==> src/rtl/fmap_reader_if.sv <==
// Feature-map reader bus bundle: BRAM port-B read side plus the output beat stream.
interface fmap_reader_if #(
    parameter int DATA_W = 20,
    parameter int OUT_W  = 17
);
    logic              enb;
    logic [7:0]        addrb;
    logic [DATA_W-1:0] doutb;
    logic              out_valid;
    logic              out_ready;
    logic [OUT_W-1:0]  out_data;
    logic [1:0]        out_ch;
    logic [5:0]        out_pos;
    logic              out_last;

    modport master (
        output enb, addrb, out_valid, out_data, out_ch, out_pos, out_last,
        input  doutb, out_ready
    );
    modport slave (
        input  enb, addrb, out_valid, out_data, out_ch, out_pos, out_last,
        output doutb, out_ready
    );
endinterface

==> src/rtl/fmap_reader.sv <==
// Streams N_CH x N_POS BRAM words out through a 2-entry tagged FIFO with backpressure.
// Optional macro FMAP_READER_CLAMP_EN clamps output data to 255.
module fmap_reader #(
    parameter int N_CH   = 3,
    parameter int N_POS  = 36,
    parameter int DATA_W = 20,
    parameter int OUT_W  = 17
) (
    input  logic          clk,
    input  logic          reset,
    input  logic          start,
    output logic          busy,
    output logic          done,
    fmap_reader_if.master bus
);
    typedef enum logic [1:0] {IDLE, READ, DRAIN, DONE} state_t;

    typedef struct packed {
        logic [OUT_W-1:0] data;
        logic [1:0]       ch;
        logic [5:0]       pos;
        logic             last;
    } beat_t;

    state_t state, state_n;
    logic [1:0] ch;
    logic [5:0] pos;
    logic last_addr, issue, push, pop;
    logic rd_vld, rd_last;
    logic [1:0] rd_ch;
    logic [5:0] rd_pos;
    beat_t fifo [2];
    beat_t head;
    logic wr_ptr, rd_ptr;
    logic [1:0] count;
    logic [DATA_W-1:0] word;
    logic [OUT_W-1:0] raw, wdata;
    logic unused_word;

    assign word        = bus.doutb;
    assign raw         = word[OUT_W-1:0];
    assign unused_word = ^word;
`ifdef FMAP_READER_CLAMP_EN
    assign wdata = (raw > OUT_W'(255)) ? OUT_W'(255) : raw;
`else
    assign wdata = raw;
`endif

    assign last_addr = (ch == 2'(N_CH - 1)) && (pos == 6'(N_POS - 1));
    assign head      = fifo[rd_ptr];
    assign pop       = (count != 2'd0) && bus.out_ready;
    assign push      = rd_vld;
    // Room is counted including the word still coming back from BRAM.
    assign issue     = (state == READ) && (((count + {1'b0, rd_vld}) < 2'd2) || pop);

    always_comb begin
        state_n = state;
        case (state)
            IDLE:    if (start) state_n = READ;
            READ:    if (issue && last_addr) state_n = DRAIN;
            DRAIN:   if (pop && head.last) state_n = DONE;
            DONE:    state_n = IDLE;
            default: state_n = IDLE;
        endcase
    end

    always_ff @(posedge clk) begin
        if (reset) state <= IDLE;
        else       state <= state_n;
    end

    always_ff @(posedge clk) begin
        if (reset) begin
            ch  <= 2'd0;
            pos <= 6'd0;
        end else if (issue) begin
            if (pos == 6'(N_POS - 1)) begin
                pos <= 6'd0;
                ch  <= last_addr ? 2'd0 : ch + 2'd1;
            end else begin
                pos <= pos + 6'd1;
            end
        end
    end

    // Tag of the read in flight; pairs with doutb on the following cycle.
    always_ff @(posedge clk) begin
        if (reset) begin
            rd_vld  <= 1'b0;
            rd_ch   <= 2'd0;
            rd_pos  <= 6'd0;
            rd_last <= 1'b0;
        end else begin
            rd_vld <= issue;
            if (issue) begin
                rd_ch   <= ch;
                rd_pos  <= pos;
                rd_last <= last_addr;
            end
        end
    end

    always_ff @(posedge clk) begin
        if (reset) begin
            fifo[0] <= '0;
            fifo[1] <= '0;
            wr_ptr  <= 1'b0;
            rd_ptr  <= 1'b0;
            count   <= 2'd0;
        end else begin
            if (push) begin
                fifo[wr_ptr] <= '{data: wdata, ch: rd_ch, pos: rd_pos, last: rd_last};
                wr_ptr       <= ~wr_ptr;
            end
            if (pop) rd_ptr <= ~rd_ptr;
            count <= count + {1'b0, push} - {1'b0, pop};
        end
    end

    assign bus.enb       = issue;
    assign bus.addrb     = {ch, pos};
    assign bus.out_valid = (count != 2'd0);
    assign bus.out_data  = head.data;
    assign bus.out_ch    = head.ch;
    assign bus.out_pos   = head.pos;
    assign bus.out_last  = head.last;
    assign busy          = (state != IDLE);
    assign done          = (state == DONE);
endmodule
==> src/flat_wrapper.sv <==
// flat-port wrapper written by rule: the top's interface ports become plain ports
module fmap_reader_flat 
#(
    parameter int N_CH   = 3,
    parameter int N_POS  = 36,
    parameter int DATA_W = 20,
    parameter int OUT_W  = 17
)
  (clk, reset, start, busy, done, bus_enb, bus_addrb, bus_out_valid, bus_out_data, bus_out_ch, bus_out_pos, bus_out_last, bus_doutb, bus_out_ready);
  fmap_reader_if #(.DATA_W(DATA_W), .OUT_W(OUT_W)) bus_i ();
  input  logic clk;
  input  logic reset;
  input  logic start;
  output logic busy;
  output logic done;
  output wire logic [$bits(bus_i.enb)-1:0] bus_enb;
  output wire logic [$bits(bus_i.addrb)-1:0] bus_addrb;
  output wire logic [$bits(bus_i.out_valid)-1:0] bus_out_valid;
  output wire logic [$bits(bus_i.out_data)-1:0] bus_out_data;
  output wire logic [$bits(bus_i.out_ch)-1:0] bus_out_ch;
  output wire logic [$bits(bus_i.out_pos)-1:0] bus_out_pos;
  output wire logic [$bits(bus_i.out_last)-1:0] bus_out_last;
  input wire logic [$bits(bus_i.doutb)-1:0] bus_doutb;
  input wire logic [$bits(bus_i.out_ready)-1:0] bus_out_ready;
  assign bus_enb = bus_i.enb;
  assign bus_addrb = bus_i.addrb;
  assign bus_out_valid = bus_i.out_valid;
  assign bus_out_data = bus_i.out_data;
  assign bus_out_ch = bus_i.out_ch;
  assign bus_out_pos = bus_i.out_pos;
  assign bus_out_last = bus_i.out_last;
  assign bus_i.doutb = bus_doutb;
  assign bus_i.out_ready = bus_out_ready;
  fmap_reader #(.N_CH(N_CH), .N_POS(N_POS), .DATA_W(DATA_W), .OUT_W(OUT_W)) u_core (.clk(clk), .reset(reset), .start(start), .busy(busy), .done(done), .bus(bus_i));
endmodule
==> config.mk <==
export PLATFORM = sky130hd
export DESIGN_NAME = fmap_reader_flat
export DESIGN_NICKNAME = d
export VERILOG_FILES = /design/src/rtl/fmap_reader_if.sv /design/src/rtl/fmap_reader.sv /design/src/flat_wrapper.sv
export SDC_FILE = /design/constraint.sdc
export NUM_CORES = 1
export LEC_CHECK = 0
export BUFFER_PORTS_ARGS = -buffer_cell sky130_fd_sc_hd__buf_2
export CORE_MARGIN = 2
export CORE_UTILIZATION = 57
export CTS_CLUSTER_SIZE = 40
export DETAILED_ROUTE_END_ITERATION = 6
export HOLD_SLACK_MARGIN = 0.03
export PLACE_DENSITY = 0.94
export RECOVER_POWER = 100
export SYNTH_ARGS = -nofsm -noshare
export SYNTH_HDL_FRONTEND = slang
export SYNTH_SLANG_ARGS = --single-unit
export TNS_END_PERCENT = 20
==> constraint.sdc <==
create_clock -name clk -period 4.9 [get_ports clk]
set_clock_uncertainty 0.15 [all_clocks]
set_input_delay 0.98 -clock clk [delete_from_list [all_inputs] [get_ports clk]]
set_output_delay 0.98 -clock clk [all_outputs]
set_load 0.05 [all_outputs]
; ---- After elaboration in Yosys (flattened, before gate mapping)
; Memory sizes are Yosys's and may differ from the RTL's. A register that Yosys moved wholly into a read port is not among the register bits.
; Index checks and enable logic that the tools add are counted.
[word_totals]
out_inout_bits = 38
in_bits = 24
latchBits = 0
romBits = 0
mem_bits_rw = 52
ff_bits = 24
word_cells = 54
n_memories = 1
[classes]
n_div = 0
shift = 0
multipliers = 0
magnitude_cmp = 1
eq_ne = 8
addsub = 4
reduce_logical = 12
n_bitwise = 2
mux = 16
[memory_table]
columns = memory, depth, word_bits, rd, rd_ports_with_merged_regs, write_ports, line_no
row1 = u_core.fifo, 2, 26, 1, 1, 2, fmap_reader.sv:32  ; beat_t fifo [2];
[ops]
columns = cell, n
row1 = $mux W26, 1
row2 = $reduce_or A26 Y1, 1
row3 = $mux W1, 9
row4 = $mux W2, 4
row5 = $pmux W2 S4, 1
row6 = $add A6 B1 Y6 const B, 1
row7 = $eq A2 B2 Y1 const B, 3
row8 = $eq A6 B6 Y1 const B, 1
row9 = $mux W6, 1
row10 = $logic_and A1 B1 Y1, 5
row11 = $ne A2 B2 Y1 const B, 2
row12 = $reduce_bool A2 Y1, 2
row13 = $reduce_and A3 Y1, 1
row14 = $add A2 B1 Y2, 1
row15 = $add A2 B1 Y2 const B, 1
row16 = $eq A2 B1 Y1 const B, 1
row17 = $logic_not A2 Y1, 1
row18 = $lt A2 B2 Y1 const B, 1
row19 = $ne A2 B1 Y1 const B, 1
row20 = $not A1 Y1, 2
row21 = $reduce_and A2 Y1, 1
row22 = $sub A2 B1 Y2, 1
row23 = $logic_or A1 B1 Y1, 1

; ---- Logic depth before layout (Yosys ltp)
[depth]
word_depth = 7
depth_mapped = 8
ltp_nobuf = 8

; ---- Worst setup path after synthesis
; Ideal clock, no wire load.
[synth_timing]
path_type = input -> output
startpoint = input port bus_out_ready
endpoint = output port bus_enb
setup_slack_ns = 1.972
n_path_buf = 1
required_time_ns = 3.770
arrival_time_ns = 1.798
path_stages = 4
cell_sequence = a21oi_1 a211o_4 clkinv_4 buf_2
[synth_between]
elab_chain_cells = 3
[synth_rtl]
columns = element, line_no
row1 = "start, declared", flat_wrapper.sv:24  ; input wire logic [$bits(bus_i.out_ready)-1:0] bus_out_ready;
row2 = $logic_and A1 B1 Y1, fmap_reader.sv:51  ; assign pop = (count != 2'd0) && bus.out_ready;
row3 = $logic_or A1 B1 Y1, fmap_reader.sv:54  ; assign issue = (state == READ) && (((count + {1'b0, rd_vld}) < 2'd2) || pop);
row4 = $logic_and A1 B1 Y1, fmap_reader.sv:54
row5 = "end, declared", flat_wrapper.sv:16  ; output wire logic [$bits(bus_i.enb)-1:0] bus_enb;
; Every way passes these cells.

; ---- Final worst setup path
; Ends and elaborated chain as after synthesis.

==> flow_summary_export.csv <==
group,metric,value,unit
detailed_routing,avgViaCountPerCell,5.30,
global_routing,grt_max_degree,28,
power_and_ir_drop,powerDensity,513,mW/mm^2
clock_tree,post_cts_buffers,0,
timing,relSlewSlack,0.225,
synthesis,ys_ff_latch,77,
final_layout,layout_commonest_cell,"edfxtp_1",
place,dp_hpwl,3800,um
floorplanning,rows,27,
power_and_ir_drop,p_comb_frac,0.337,
place,portBuffers,58,
global_routing,overflow,0,
floorplanning,core_area,0.00561,mm^2
power_and_ir_drop,power.leakage,1.40,nW
global_routing,grt_usage,0.191,
detailed_routing,first_pass_iters,4,
synthesis,async_reset_ff_frac,0,
synthesis,yosys_warnings,0,
place,place_area,0.00371,mm^2
clock_tree,clk_pin_slew,0.08,ns
worst_setup_path,critical_path_arrival,2.74,ns
outcome,status,"completed",
clock_tree,hold_buffers,0,
final_layout,post-route-util,0.680,
clock_tree,cts_tree,"yes",
synthesis,seq_area_frac_synth,0.614,
global_routing,grt_pass1_wl,9380,um
final_layout,nFillCells,428,
timing,worst_pin_slew,1.16,ns
timing,finalHoldViolCount,0,
detailed_routing,drcViolationCount,0,
clock_tree,cts.sinks,77,
hold_path,hp-class,"register to register",
place,gp_congestion,0.752,
global_routing,antenna_found_initial,0,
timing,rsz0062_at_grt,"no",
floorplanning,die_w,80.7,um
power_and_ir_drop,sequentialPowerShare,0.428,
floorplanning,die_height,80.7,um
synthesis,dominantRegCellSynth,"edfxtp_1",
final_layout,drive_gt1_frac,0.184,
detailed_routing,wl_per_cell,14.5,um
synthesis,netlist_area,0.00336,mm^2
worst_setup_path,required,3.77,ns
timing,setup_viol,0,
final_layout,final_cell_mix,"52 x edfxtp_1, 42 x clkbuf_1, 29 x and2_0, 26 x nand2_1",
synthesis,synth_enable_flop_cells,52,
floorplanning,num_io_pins,62,
power_and_ir_drop,irDropWorstVdd,307,uV
clock_tree,numCtsBuffers,9,
final_layout,syn_to_final_growth,13.6,%
detailed_routing,drt-total-wl,5880,um
power_and_ir_drop,sw_frac_of_total,0.393,
worst_setup_path,startpoint_type,"input pin",
flow_run,max_cap_violations,0,
clock_tree,clock_path_buffers,2,
power_and_ir_drop,power.internal,0.00119,W
final_layout,fin_nets,359,
worst_setup_path,cp_max_fo,16,
detailed_routing,drt-initial-drc-count,133,
detailed_routing,vias,2140,
floorplanning,die_area,0.00652,mm^2
timing,fmax,258,MHz
synthesis,ys_types,35,
final_layout,n_antenna_cell,0,
final_layout,final_area,0.00381,mm^2
worst_setup_path,worst-r2r-setup-slack,1.90,ns
timing,fin_crit,3.87,ns
synthesis,synth_nets,300,
timing,holdWs,0.313,ns
synthesis,synthCells,268,
synthesis,synth.avg_cell_area,12.5,um^2
clock_tree,ctsResizeCount,0,
timing,slew_violations,0,
global_routing,grt_pass1_vias,2144,
power_and_ir_drop,p_switching,0.000769,W
timing,fin_crit_sh,0.791,
clock_tree,clkLatencyLatePin,0.34,ns
worst_setup_path,endpoint_kind,"output port",
clock_tree,root_buffer,"clkbuf_8",
clock_tree,htree_levels,3,
detailed_routing,antenna_left,0,
worst_setup_path,worstSetupPathType,"input pin to output port",
floorplanning,start_util,0.598,
power_and_ir_drop,p_clk_frac,0.235,
timing,finalSetupTns,0,ns
==> critical path, stage by stage <==
cell and delay [ns]:
clkbuf_1 0.10, nor3b_1 0.20, a211o_1 0.42, clkinvlp_2 0.60
clkbuf_1 0.44
==> stage by stage <==
step / std cells / total power, W / setup WS [ns]
final: 404 / 0.00196 / 1.03
after global routing: 404 / 0.00205 / 0.825
after CTS: 404 / 0.00200 / 1.63
after detailed placement: 388 / 0.00155 / 1.76
after global placement: 388 / 0.00153 / 1.78
after floorplan: 268 / 0.00141 / 1.97
==> cell families (layout without fill, tap and decap cells) <==
| group | after synthesis | in the layout | share of synthesized area |
|---|---|---|---|
| AND/OR/NAND/NOR | 107 | 107 | 0.177 |
| AO/OA/AOI/OAI | 22 | 22 | 0.0421 |
| buffers and inverters | 19 | 83 | 0.0242 |
| flip-flops | 77 | 77 | 0.614 |
| multiplexers | 27 | 27 | 0.0913 |
| adder cells (fa/ha/maj) | 8 | 8 | 0.0298 |
| XOR/XNOR | 8 | 8 | 0.0209 |
==> cell type report <==
class	count	area (um^2)	share of cell area
Timing Repair Buffer	60	249	0.0653
Clock inverter	6	63.8	0.0167
Clock buffer	10	128	0.0335
Sequential cell	77	2060	0.541
Inverter	7	27.5	0.00722
Tap cell	72	90.1	0.0236
Multi-Input combinational cell	172	1190	0.313
==> registers in the layout, indices dropped and copies added (netlist names), named ones only <==
signal          count
u_core.wr_ptr       1
u_core.count        2
u_core.push         1
u_core.rd_ptr       1
u_core.pos          6
u_core.state        2
u_core.rd_pos       6
u_core.rd_last      1
u_core.rd_ch        2
u_core.fifo        52
u_core.ch           2
==> per-layer routing <==
| metal | vias to the layer above | share of wire | GRT usage |
|---|---|---|---|
| met3 | 9 | 0.049 | 0.0433 |
| met4 | 0 | 0.014 | 0.0932 |
| met5 | - | 0 | 0 |
| met1 | 1033 | 0.43 | 0.215 |
| met2 | 59 | 0.50 | 0.342 |
| li1 | 1039 | - | - |
==> path summary, 6_finish.rpt <==
path         depth (start not counted)                         start                          endpoint
min                                  2  u_core.rd_ch[0]$_SDFFE_PP0N_      u_core.rd_ch[0]$_SDFFE_PP0N_
max reg2reg                          4    u_core.wr_ptr$_SDFFE_PP0P_  u_core.fifo[1][15]$_SDFFCE_PN0P_
min reg2reg                          2  u_core.rd_ch[0]$_SDFFE_PP0N_      u_core.rd_ch[0]$_SDFFE_PP0N_
max                                  5                 bus_out_ready                           bus_enb
==> power by group through the flow <==
stage | clock, W | combinational [W] | sequential [W]
after global placement | 0 | 0.000681 | 0.000848
final | 0.000459 | 0.000659 | 0.000837
after CTS | 0.000466 | 0.000698 | 0.000840
after detailed placement | 0 | 0.000695 | 0.000853
after global routing | 0.000490 | 0.000705 | 0.000850
after floorplan | 0 | 0.000582 | 0.000828
==> cell usage after synthesis, drive strengths merged (2+ instances only) <==
master	number	area, um^2
and2	52	325
edfxtp	52	1560
mux2	26	297
nand2	26	100
dfxtp	25	500
a21oi	15	75.1
nor2	12	45.0
clkbuf	10	37.5
ha	8	100
inv	6	22.5
xnor2	5	43.8
nand2b	4	25.0
nor3b	3	27.5
xor2	3	26.3
buf	2	12.5
nand4b	2	17.5
or2	2	12.5
or3	2	12.5
Note: power is estimated with default switching activity, not from simulation.
